### src/rtl/axi_sb_master.sv
// rtl/axi_sb_master.sv - single-outstanding AXI4 initiator behind a simple request/response port
package axi_sb_pkg;
  localparam int ID_W = 4;
  localparam logic [1:0] BURST_INCR = 2'b01;
  localparam logic [2:0] SIZE_4B    = 3'd2;

  typedef struct packed {
    logic [ID_W-1:0] awid;
    logic [31:0]     awaddr;
    logic [7:0]      awlen;
    logic [2:0]      awsize;
    logic [1:0]      awburst;
    logic            awvalid;
    logic [31:0]     wdata;
    logic [3:0]      wstrb;
    logic            wlast;
    logic            wvalid;
    logic            bready;
    logic [ID_W-1:0] arid;
    logic [31:0]     araddr;
    logic [7:0]      arlen;
    logic [2:0]      arsize;
    logic [1:0]      arburst;
    logic            arvalid;
    logic            rready;
  } s_axi_mosi_t;

  typedef struct packed {
    logic            awready;
    logic            wready;
    logic [ID_W-1:0] bid;
    logic [1:0]      bresp;
    logic            bvalid;
    logic            arready;
    logic [ID_W-1:0] rid;
    logic [31:0]     rdata;
    logic [1:0]      rresp;
    logic            rlast;
    logic            rvalid;
  } s_axi_miso_t;
endpackage

module axi_sb_master
  import axi_sb_pkg::*;
#(
  parameter logic [ID_W-1:0] TXN_ID = '0
) (
  input  logic        clk,
  input  logic        rst,
  input  logic        req_valid,
  output logic        req_ready,
  input  logic        req_we,
  input  logic [31:0] req_addr,
  input  logic [31:0] req_wdata,
  input  logic [3:0]  req_wstrb,
  output logic        rsp_valid,
  input  logic        rsp_ready,
  output logic [31:0] rsp_rdata,
  output logic        rsp_err,
  output s_axi_mosi_t axi_mosi,
  input  s_axi_miso_t axi_miso
);

  typedef enum logic [2:0] {S_IDLE, S_WR, S_WR_B, S_RD_A, S_RD_R, S_RSP} state_t;

  state_t      state, state_nxt;
  logic        run;
  logic        aw_done, w_done;
  logic [31:0] addr_q, wdata_q, rdata_q;
  logic [3:0]  wstrb_q;
  logic        err_q;
  logic        req_hs, aw_hs, w_hs, b_hs, r_hs;

  always_ff @(posedge clk or negedge rst) begin
    if (!rst) state <= S_IDLE;
    else      state <= state_nxt;
  end

  always_comb begin
    state_nxt = state;
    req_ready = 1'b0;
    rsp_valid = 1'b0;
    req_hs    = 1'b0;
    aw_hs     = 1'b0;
    w_hs      = 1'b0;
    b_hs      = 1'b0;
    r_hs      = 1'b0;
    axi_mosi         = '0;
    axi_mosi.awid    = TXN_ID;
    axi_mosi.awaddr  = addr_q;
    axi_mosi.awsize  = SIZE_4B;
    axi_mosi.awburst = BURST_INCR;
    axi_mosi.wdata   = wdata_q;
    axi_mosi.wstrb   = wstrb_q;
    axi_mosi.arid    = TXN_ID;
    axi_mosi.araddr  = addr_q;
    axi_mosi.arsize  = SIZE_4B;
    axi_mosi.arburst = BURST_INCR;
    case (state)
      S_IDLE: begin
        // run keeps req_ready low until the first edge after reset release
        req_ready = run;
        req_hs    = req_valid && run;
        if (req_hs) state_nxt = req_we ? S_WR : S_RD_A;
      end
      S_WR: begin
        axi_mosi.awvalid = !aw_done;
        axi_mosi.wvalid  = !w_done;
        axi_mosi.wlast   = !w_done;
        aw_hs = !aw_done && axi_miso.awready;
        w_hs  = !w_done && axi_miso.wready;
        if ((aw_done || aw_hs) && (w_done || w_hs)) state_nxt = S_WR_B;
      end
      S_WR_B: begin
        axi_mosi.bready = 1'b1;
        b_hs = axi_miso.bvalid;
        if (b_hs) state_nxt = S_RSP;
      end
      S_RD_A: begin
        axi_mosi.arvalid = 1'b1;
        if (axi_miso.arready) state_nxt = S_RD_R;
      end
      S_RD_R: begin
        axi_mosi.rready = 1'b1;
        r_hs = axi_miso.rvalid;
        if (r_hs) state_nxt = S_RSP;
      end
      S_RSP: begin
        rsp_valid = 1'b1;
        if (rsp_ready) state_nxt = S_IDLE;
      end
      default: state_nxt = S_IDLE;
    endcase
  end

  always_ff @(posedge clk or negedge rst) begin
    if (!rst) begin
      run     <= 1'b0;
      aw_done <= 1'b0;
      w_done  <= 1'b0;
      addr_q  <= '0;
      wdata_q <= '0;
      wstrb_q <= '0;
      rdata_q <= '0;
      err_q   <= 1'b0;
    end else begin
      run <= 1'b1;
      if (req_hs) begin
        addr_q  <= req_addr;
        wdata_q <= req_wdata;
        wstrb_q <= req_wstrb;
        aw_done <= 1'b0;
        w_done  <= 1'b0;
      end
      if (aw_hs) aw_done <= 1'b1;
      if (w_hs)  w_done  <= 1'b1;
      if (b_hs) begin
        rdata_q <= '0;
        err_q   <= axi_miso.bresp[1];
      end
      if (r_hs) begin
        rdata_q <= axi_miso.rdata;
        err_q   <= axi_miso.rresp[1];
      end
    end
  end

  assign rsp_rdata = rdata_q;
  assign rsp_err   = err_q;

  logic unused_miso;
  assign unused_miso = ^{axi_miso.bid, axi_miso.bresp[0], axi_miso.rid,
                         axi_miso.rresp[0], axi_miso.rlast};

endmodule

### config.mk
export PLATFORM = sky130hd
export DESIGN_NAME = axi_sb_master
export DESIGN_NICKNAME = d
export VERILOG_FILES = /design/src/rtl/axi_sb_master.sv
export SDC_FILE = /design/constraint.sdc
export NUM_CORES = 1
export LEC_CHECK = 0
export CORE_AREA = 2 2 117 119
export DETAILED_ROUTE_END_ITERATION = 16
export DIE_AREA = 0 0 119 121
export PLACE_DENSITY = 0.91
export SETUP_SLACK_MARGIN = 0.15
export SYNTH_ARGS = -nofsm -noshare
export SYNTH_HDL_FRONTEND = slang
export SYNTH_SLANG_ARGS = --single-unit
### constraint.sdc
create_clock -name clk -period 3.3 [get_ports clk]
set_input_delay 0.33 -clock clk [delete_from_list [all_inputs] [get_ports clk]]
set_output_delay 0.33 -clock clk [all_outputs]
set_load 0.01 [all_outputs]
==> results of run 1 <==
-- placed cells by master (no fill, tap or decap), types with 2 or more instances in the layout --
master             n
bufinv_16          2
a22o_1            32
clkbuf_16          9
nand3_1            2
conb_1            35
mux2i_1            2
mux2_4            68
clkdlybuf4s50_1  251
nand2_1            7
nand2b_1           2
buf_4              7
nor2_1             5
o21ai_0            4
nand3b_1           3
dfrtp_1          107
-- area by class of cell --
cell class | instances | area [sq um]
clock buffer | 10 | 229
timing repair buffer | 258 | 2560
sequential | 107 | 2680
tap | 176 | 220
multi-input combinational | 175 | 1700
clock inverter | 6 | 96.3
fill | 1009 | 5600
-- final timing paths --
check,from,end,slack (ns),cells past startpoint
min in group clk,rsp_rdata[9]$_DFFE_PN0P_,rsp_rdata[9]$_DFFE_PN0P_,0.50,1
worst max register to register,state[0]$_DFFE_PN0P_,addr_q[14]$_DFFE_PN0P_,1.04,4
worst max-delay path,state[1]$_DFFE_PN0P_,axi_mosi[53],1.00,4
max in group asynchronous,rst,addr_q[26]$_DFFE_PN0P_,2.26,2
worst min-delay path,rst,rsp_rdata[17]$_DFFE_PN0P_,0.22,1
worst min register to register,rsp_rdata[9]$_DFFE_PN0P_,rsp_rdata[9]$_DFFE_PN0P_,0.50,1
-- kinds of logic after synthesis --
| family | after synthesis | share of synthesized area [%] |
|---|---|---|
| compound gates | 42 | 7.09 |
| mux | 71 | 21.6 |
| flops | 107 | 54.9 |
| buf+inv | 83 | 12.8 |
| other cells | 2 | 0.154 |
| simple gates | 27 | 3.39 |
-- registers in the layout (all words and copies together) (netlist names) --
| signal | cells |
|---|---|
| w_done | 1 |
| rsp_err | 1 |
| run | 1 |
| wstrb_q | 4 |
| rsp_rdata | 32 |
| wdata_q | 32 |
| addr_q | 32 |
| aw_done | 1 |
| state | 3 |
-- per-layer routing --
layer / vias to the layer above / GRT usage, %
met1: 1595 / 17.9
met4: 0 / 6.18
met2: 175 / 30.2
met3: 16 / 4.09
met5: - / 0
li1: 1493 / -
-- power groups by stage --
stage	combinational, mW	clock, mW	sequential, mW
3_5_place_dp	3.48	0	2.43
3_3_place_gp	3.39	0	2.39
2_1_floorplan	1.63	0	2.57
6_report	3.45	1.16	2.42
4_1_cts	3.49	1.20	2.42
5_1_grt	3.63	1.25	2.50
-- synthesized netlist by cell type --
master	instances	area [sq um]
a211oi_1	1	7.51
a21o_1	1	7.51
a21oi_1	1	5.00
a22o_1	32	280
a31o_2	1	8.76
and2_1	1	6.26
and2b_1	1	7.51
and3b_1	1	8.76
buf_2	7	35.0
buf_4	67	503
buf_6	7	78.8
clkbuf_1	1	3.75
clkbuf_2	1	5.00
conb_1	2	7.51
dfrtp_1	107	2680
mux2_2	1	11.3
mux2_4	68	1020
mux2i_1	2	20.0
nand2_1	7	26.3
nand2_4	1	11.3
nand2b_1	2	12.5
nand3_1	2	10.0
nand3b_1	3	22.5
nor2_1	6	22.5
nor2b_1	1	6.26
nor3b_1	1	7.51
nor4b_4	1	23.8
o211ai_1	1	7.51
o21ai_0	4	20.0
o221ai_1	1	8.76
==> flow_metrics.env, run 1 <==
export IMPL_swShare_pct=30.7
export IMPL_post_cts_setup_buffers=0
export IMPL_period_share_pct=69.6
export IMPL_comb_power_share_pct=49.1
export IMPL_cp_num_buf_inv=1
export IMPL_worstSetupPathType="register to primary output"
export IMPL_antenna_cells=0
export IMPL_die_height_microns=121
export IMPL_hpwl_microns=9200
export IMPL_vdd_drop_max_mv=0.400
export IMPL_slowest_stage="clkdlybuf4s50_1"
export IMPL_status="complete, no violations"
export IMPL_fin_crit_ns=2.30
export IMPL_hold_violations=0
export IMPL_wl_met3_microns=811
export IMPL_syn_inst=332
export IMPL_cts_hold_buffers=0
export IMPL_intPower_mw=4.87
export IMPL_drive_gt1_share_pct=17.1
export IMPL_worst_pin_slew_ns=1.19
export IMPL_ys_seq_area_share_pct=54.9
export IMPL_drc=0
export IMPL_avgSynthCellArea_sq_um=14.7
export IMPL_gp_congestion=0.824
export IMPL_holdWs_ns=0.216
export IMPL_cts_buffers=9
export IMPL_ant_nets=0
export IMPL_routedWlPerCell_microns=16.4
export IMPL_fin_util_pct=57.2
export IMPL_yosys_warnings=0
export IMPL_grt_pass1_wl_microns=18100
export IMPL_final_nets=674
export IMPL_cts_sinks=107
export IMPL_antenna_found_initial=0
export IMPL_final_cell_area_sq_um=7480
export IMPL_clock_root_buffer="clkbuf_16"
export IMPL_crit_top_cell="nor2_1"
export IMPL_initial_core_util_pct=37.2
export IMPL_path_max_fanout=9
export IMPL_syn2layout_area_growth_pct=53.6
export IMPL_cp_arrival_ns=1.97
export IMPL_end_kind="primary output"
export IMPL_tritoncts="yes"
export IMPL_ioPinCount=298
export IMPL_fin_ws_ns=1.00
export IMPL_synth_seq_cells=107
export IMPL_clock_latency_ns=0.35
export IMPL_p_leak_nw=3.47
export IMPL_slew_viol_final=0
export IMPL_met2_length_microns=6420
export IMPL_dp_cells=716
export IMPL_setup_viol=0
export IMPL_port_buffers=252
export IMPL_cp_top_family="simple AND/OR/NAND/NOR gates"
export IMPL_top_layer="met4"
export IMPL_crit_path_start_kind="register"
export IMPL_cts_max_path_buffers=2
export IMPL_drtIter0Drc=120
export IMPL_wl_microns=12000
export IMPL_ctsResizeCount=0
export IMPL_worstPathCellList="nor2_1, nand2_1, nor2_1, clkdlybuf4s50_1"
export IMPL_vias=3279
export IMPL_netlist_area_sq_um=4870
export IMPL_fmax_mhz=435
export IMPL_drv_cap=0
export IMPL_relSlewSlack_pct=20.7
export IMPL_slowest_delay_ns=0.56
export IMPL_power_switching_mw=2.16
export IMPL_rows=42
export IMPL_setup_tns_final_ns=0
export IMPL_die_area_sq_um=14400
export IMPL_grt_pass1_vias=3337
export IMPL_die_w_microns=119
export IMPL_placed_cell_area_sq_um=7160
export IMPL_pre_cts_ws_ns=1.03
export IMPL_grt_max_degree=96
export IMPL_core_sq_um=13100
export IMPL_synth_cell_types=30
export IMPL_rsz0062_at_grt="false"
export IMPL_grt_usage_pct=16.3
export IMPL_avgViaCountPerCell=4.48
export IMPL_cts_clk_slew_worst_paths_ns=0.07
export IMPL_wl_met1_microns=4530
export IMPL_final_cells=732
export IMPL_p_per_area_nw_per_um2=939
export IMPL_cp_required_ns=2.97
export IMPL_hold_path_class="input pin to async pin"
export IMPL_skew_ns=0.00878
export IMPL_power_share_clock_pct=16.5
export IMPL_drt_first_pass_iters=4
export IMPL_power_mw=7.03
export IMPL_grt_overflow=0
export IMPL_htree_levels=3
export IMPL_power_frac_seq_pct=34.4
No activity file was read; power rests on OpenSTA's default activity.
==> run 2, diff against run 1 <==
--- a/config.mk
+++ b/config.mk
@@ -5,10 +5,9 @@
 export SDC_FILE = /design/constraint.sdc
 export NUM_CORES = 1
 export LEC_CHECK = 0
-export CORE_AREA = 2 2 117 119
+export CORE_UTILIZATION = 38
 export DETAILED_ROUTE_END_ITERATION = 16
-export DIE_AREA = 0 0 119 121
-export PLACE_DENSITY = 0.91
+export PLACE_DENSITY = 0.93
 export SETUP_SLACK_MARGIN = 0.15
 export SYNTH_ARGS = -nofsm -noshare
 export SYNTH_HDL_FRONTEND = slang
==> constraint.sdc (replaced) <==
create_clock -name clk -period 2.3 [get_ports clk]
set_input_delay 0.23 -clock clk [delete_from_list [all_inputs] [get_ports clk]]
set_output_delay 0.23 -clock clk [all_outputs]
set_load 0.01 [all_outputs]
==> run 2 against run 1 <==
Die area shrank 7.8%; worst hold slack gained 0.23 ns; combinational power up 46%; setup slack got worse by 0.77 ns; clock skew fell by 0.00082 ns; critical path type unchanged; global-route usage is 1.7 points higher; final cell count fell by 0.55%; critical endpoint is now axi_mosi[0]; flip-flop and latch count is the same; critical path depth down 1; clock power increased by 41%; first-iteration DRC count increased by 13%; largest power group unchanged.
==> flow_metrics.env, run 2 (synthesized netlist as in run 1, its figures left out) <==
export IMPL_hpwl_microns=9020
export IMPL_initial_core_util_pct=38.8
export IMPL_worstSetupPathType="register to primary output"
export IMPL_pre_cts_ws_ns=0.378
export IMPL_grt_pass1_wl_microns=18000
export IMPL_hold_violations=0
export IMPL_routedWlPerCell_microns=16.2
export IMPL_cts_buffers=9
export IMPL_crit_path_start_kind="register"
export IMPL_power_mw=10.1
export IMPL_r2r_slack_ns=0.31
export IMPL_grt_pass1_vias=3361
export IMPL_r2r_end="rsp_rdata[26]$_DFFE_PN0P_"
export IMPL_grt_max_degree=108
export IMPL_status="complete, no violations"
export IMPL_cts_max_path_buffers=2
export IMPL_drv_cap=0
export IMPL_busiest_layer="met2"
export IMPL_setup_viol=0
export IMPL_met1_usage_pct=20.9
export IMPL_intPower_mw=7.04
export IMPL_power_share_clock_pct=16.2
export IMPL_drt_first_pass_iters=4
export IMPL_gp_congestion=0.765
export IMPL_vdd_drop_max_mv=0.533
export IMPL_setup_tns_final_ns=0
export IMPL_worstRegToRegCells=4
export IMPL_worst_pin_slew_ns=0.987
export IMPL_cts_sinks=107
export IMPL_fin_crit_ns=2.07
export IMPL_mostFrequentLayoutCell="clkdlybuf4s50_1"
export IMPL_power_switching_mw=3.05
export IMPL_final_cell_mix="clkdlybuf4s50_1 (251), dfrtp_1 (106), mux2_4 (68)"
export IMPL_hold_end="rsp_err$_DFFE_PN0P_"
export IMPL_slew_viol_final=0
export IMPL_grt_use_met3_pct=4.64
export IMPL_tritoncts="yes"
export IMPL_cts_clk_slew_worst_paths_ns=0.07
export IMPL_swShare_pct=30.2
export IMPL_drc=0
export IMPL_timing_rr_start="state[2]$_DFFE_PN0P_"
export IMPL_comb_power_share_pct=49.7
export IMPL_end_kind="primary output"
export IMPL_fin_ws_ns=0.234
export IMPL_cp_arrival_ns=1.84
export IMPL_avgViaCountPerCell=4.51
export IMPL_core_sq_um=12600
export IMPL_die_height_microns=115
export IMPL_clock_latency_ns=0.34
export IMPL_rsz0062_at_grt="false"
export IMPL_wl_microns=11800
export IMPL_fmax_mhz=484
export IMPL_ant_nets=0
export IMPL_p_per_area_nw_per_um2=1340
export IMPL_drive_gt1_share_pct=17.1
export IMPL_period_share_pct=89.8
export IMPL_hold_depth=3
export IMPL_clock_root_buffer="clkbuf_16"
export IMPL_grt_use_met2_pct=31.4
export IMPL_die_w_microns=115
export IMPL_vias=3285
export IMPL_antenna_found_initial=0
export IMPL_port_buffers=252
export IMPL_power_frac_seq_pct=34.1
export IMPL_syn2layout_area_growth_pct=54.4
export IMPL_drtIter0Drc=136
export IMPL_htree_levels=3
export IMPL_skew_ns=0.00795
export IMPL_grt_overflow=0
export IMPL_cp_required_ns=2.07
export IMPL_post_cts_setup_buffers=0
export IMPL_grt_usage_pct=18.0
export IMPL_final_nets=674
export IMPL_die_area_sq_um=13300
export IMPL_path_max_fanout=17
export IMPL_hold_path_class="input pin to register"
export IMPL_worstHoldStart="axi_miso[3]"
export IMPL_relSlewSlack_pct=34.2
export IMPL_p_leak_nw=3.49
export IMPL_antenna_cells=0
export IMPL_rows=41
export IMPL_ioPinCount=298
-- run 2: layout make-up --
cell class                 instances  area, sq um
timing repair buffer             258         2610
multi-input combinational        175         1700
clock buffer                      12          246
fill                             984         5040
tap                              172          215
clock inverter                     4         73.8
sequential                       107         2680
-- run 2: routing by layer --
metal  part of all wire, %  up-vias
li1                      -     1488
met1                    38     1589
met2                    52      184
met3                   6.9       24
met4                   2.8        0
met5                     0        -
-- run 2: critical path, stage by stage (launching register included) --
cell	delay [ns]
dfrtp_1	0.41
buf_4	0.20
nor3b_1	0.27
clkdlybuf4s50_1	0.61
-- run 2: what timing repair did --
action / 4_1_cts / 5_1_grt
hold endpoints to repair: 65 / 0
setup endpoints to repair: 2 / 4
hold buffers: 1 / 0
pin swaps: 0 / 1
resized for setup: 1 / 2
-- run 2: metrics by stage --
stage	instances	utilization, %	hold slack (ns)	instance area (sq um)
global placement	711	57.2	0.335	7180
CTS	728	59.8	0.435	7520
detailed placement	711	57.2	0.359	7180
global route	728	59.9	0.475	7520
floorplan	365	-	-0.0656	5000
finish	728	59.9	0.449	7520
-- run 2: how the worst max path moves through the flow --
stage / start / end / cells past startpoint
global route: state[2]$_DFFE_PN0P_ / axi_mosi[53] / 4
CTS: state[1]$_DFFE_PN0P_ / axi_mosi[53] / 4
finish: state[0]$_DFFE_PN0P_ / axi_mosi[0] / 3
detailed placement: axi_miso[0] / rsp_rdata[4]$_DFFE_PN0P_ / 4
floorplan: state[0]$_DFFE_PN0P_ / addr_q[0]$_DFFE_PN0P_ / 5
global placement: axi_miso[0] / rsp_rdata[28]$_DFFE_PN0P_ / 4
-- run 2: power by group through the flow --
stage / Clock, mW / Combinational [mW] / Sequential, mW
finish: 1.64 / 5.02 / 3.44
CTS: 1.68 / 5.07 / 3.44
global placement: 0 / 4.90 / 3.39
detailed placement: 0 / 5.06 / 3.45
global route: 1.77 / 5.35 / 3.55
floorplan: 0 / 2.34 / 3.68
==> patch, RTL diff (config.mk and constraints of run 2) <==
`ID_W`: 4 -> 6.
--- a/src/rtl/axi_sb_master.sv
+++ b/src/rtl/axi_sb_master.sv
@@ -1,5 +1,5 @@
 // rtl/axi_sb_master.sv - single-outstanding AXI4 initiator behind a simple request/response port
 package axi_sb_pkg;
-  localparam int ID_W = 4;
+  localparam int ID_W = 6;
   localparam logic [1:0] BURST_INCR = 2'b01;
   localparam logic [2:0] SIZE_4B    = 3'd2;
Interface: changed (resized axi_miso and axi_mosi); port bits go from 298 to 306. No check against the original RTL was run, so the function may have changed too.
==> patch against run 2 <==
Design area up 0.27%; setup slack worse by 0.0080 ns; hold slack worse by 0.13 ns; routed wire length up 0.88%; power down 0.59%; critical endpoint is now axi_mosi[54]; utilization down 0.085 points; sequential cell count unchanged; global-route usage down 0.57 points; cell count up 1.1%; synthesized area up 0.62%.
==> patch: results (changes against run 2) <==
- Result of the run: finished clean
- Top cells by instance count after synthesis: dfrtp_1 (107), buf_4 (71), mux2_4 (68)
- Net total in the final layout: 686 (+1.8%)
- Fraction of power spent switching nets: 0.309 (+0.00648)
- Final period utilization: 0.902 (+0.00347)
- Routed length on met1: 4490 um (+0.65%)
- Average routed wire per standard cell: 16.1 um (-0.21%)
- Fillers: 985 (+0.10%)
- Pin count of the biggest net entering global routing: 58 (-46%)
- End of the worst register-to-register path: rsp_rdata[15]
- Worst vdd rail ir drop: 0.000575 V (+7.8%)
- Clock skew: 0.00623 ns (-0.00172 ns)
- Non-filler instance count after layout: 736 (+1.1%)
- Register area share after synthesis: 0.546 (-0.00336)
- Routed wl met2: 6350 um (+2.7%)
- Static power due to leakage: 0.00351 uW (+0.54%)
- Global routing usage summed across all routing layers: 0.174 (-0.00575)
- Largest cells by area after synthesis: dfrtp_1 (55%), mux2_4 (21%), buf_4 (11%)
- Vias in the first global route: 3325 (-1.1%)
- Maximum fanout along the worst path: 9 (-8)
- Maximum cell stage delay along the critical path: 0.57 ns (-0.04 ns)
- RD Place Congestion: 0.761 (-0.41%)
- Global-route wire length before repair: 17300 um (-3.5%)
- Number of violations reported at the end of detailed-routing iteration 0: 122 (-10%)
- Worst hold path class: in -> async
- Met3 wire len: 855 um (+5.2%)
- Origin of the worst setup path: state[2]
patch: cell count changes after synthesis:
cell and delta:
buf_4 +4
patch: how the worst max path moves through the flow:
stage                                to  depth (start not counted)
final                      axi_mosi[54]                          4
after CTS                  axi_mosi[54]                          4
after global placement       wdata_q[5]                          4
after floorplan               addr_q[0]                          5
after global routing      rsp_rdata[15]                          4
after detailed placement  rsp_rdata[15]                          4
patch: power by group through the flow:
stage               clock network, uW  logic, uW  registers [uW]
floorplan                           0       2350            3680
global placement                    0       4940            3380
detailed placement                  0       5090            3450
CTS                              1570       5110            3450
global route                     1660       5360            3530
finish                           1530       5060            3440
patch: area by class of cell:
type / instances / area [um2] / area share
clock buffers: 11 / 243 / 0.0322
clock inverters: 5 / 52.6 / 0.00697
multi-input cells: 179 / 1720 / 0.228
flip-flops and latches: 107 / 2680 / 0.355
well taps: 172 / 215 / 0.0285
repair buffers: 262 / 2640 / 0.349
patch: layer usage:
metal	up-vias	track usage
met1	1614	0.194
met5	-	0
met3	15	0.0471
met2	171	0.315
li1	1498	-
met4	0	0.0693
patch: repair_timing:
item | in CTS | in global routing
setup endpoints to repair | 3 | 2
resized for setup | 2 | 1
endpoints found under the hold margin | 20 | 0
hold buffers | 1 | 0
buffers inserted | 0 | 0
patch: metrics by stage:
stage          cell area (um2)  hold WS, ns
4_1_cts                   7540        0.310
6_report                  7540        0.317
5_1_grt                   7540        0.327
3_5_place_dp              7230        0.139
3_3_place_gp              7230        0.133
2_1_floorplan             5040      -0.0656
patch: logic make-up after synthesis:
family,count (synthesis),share of synthesized area
buf+inv,87,0.134
simple gates,27,0.0337
other cells,2,0.00153
flops,107,0.546
compound gates,42,0.0704
mux,71,0.215
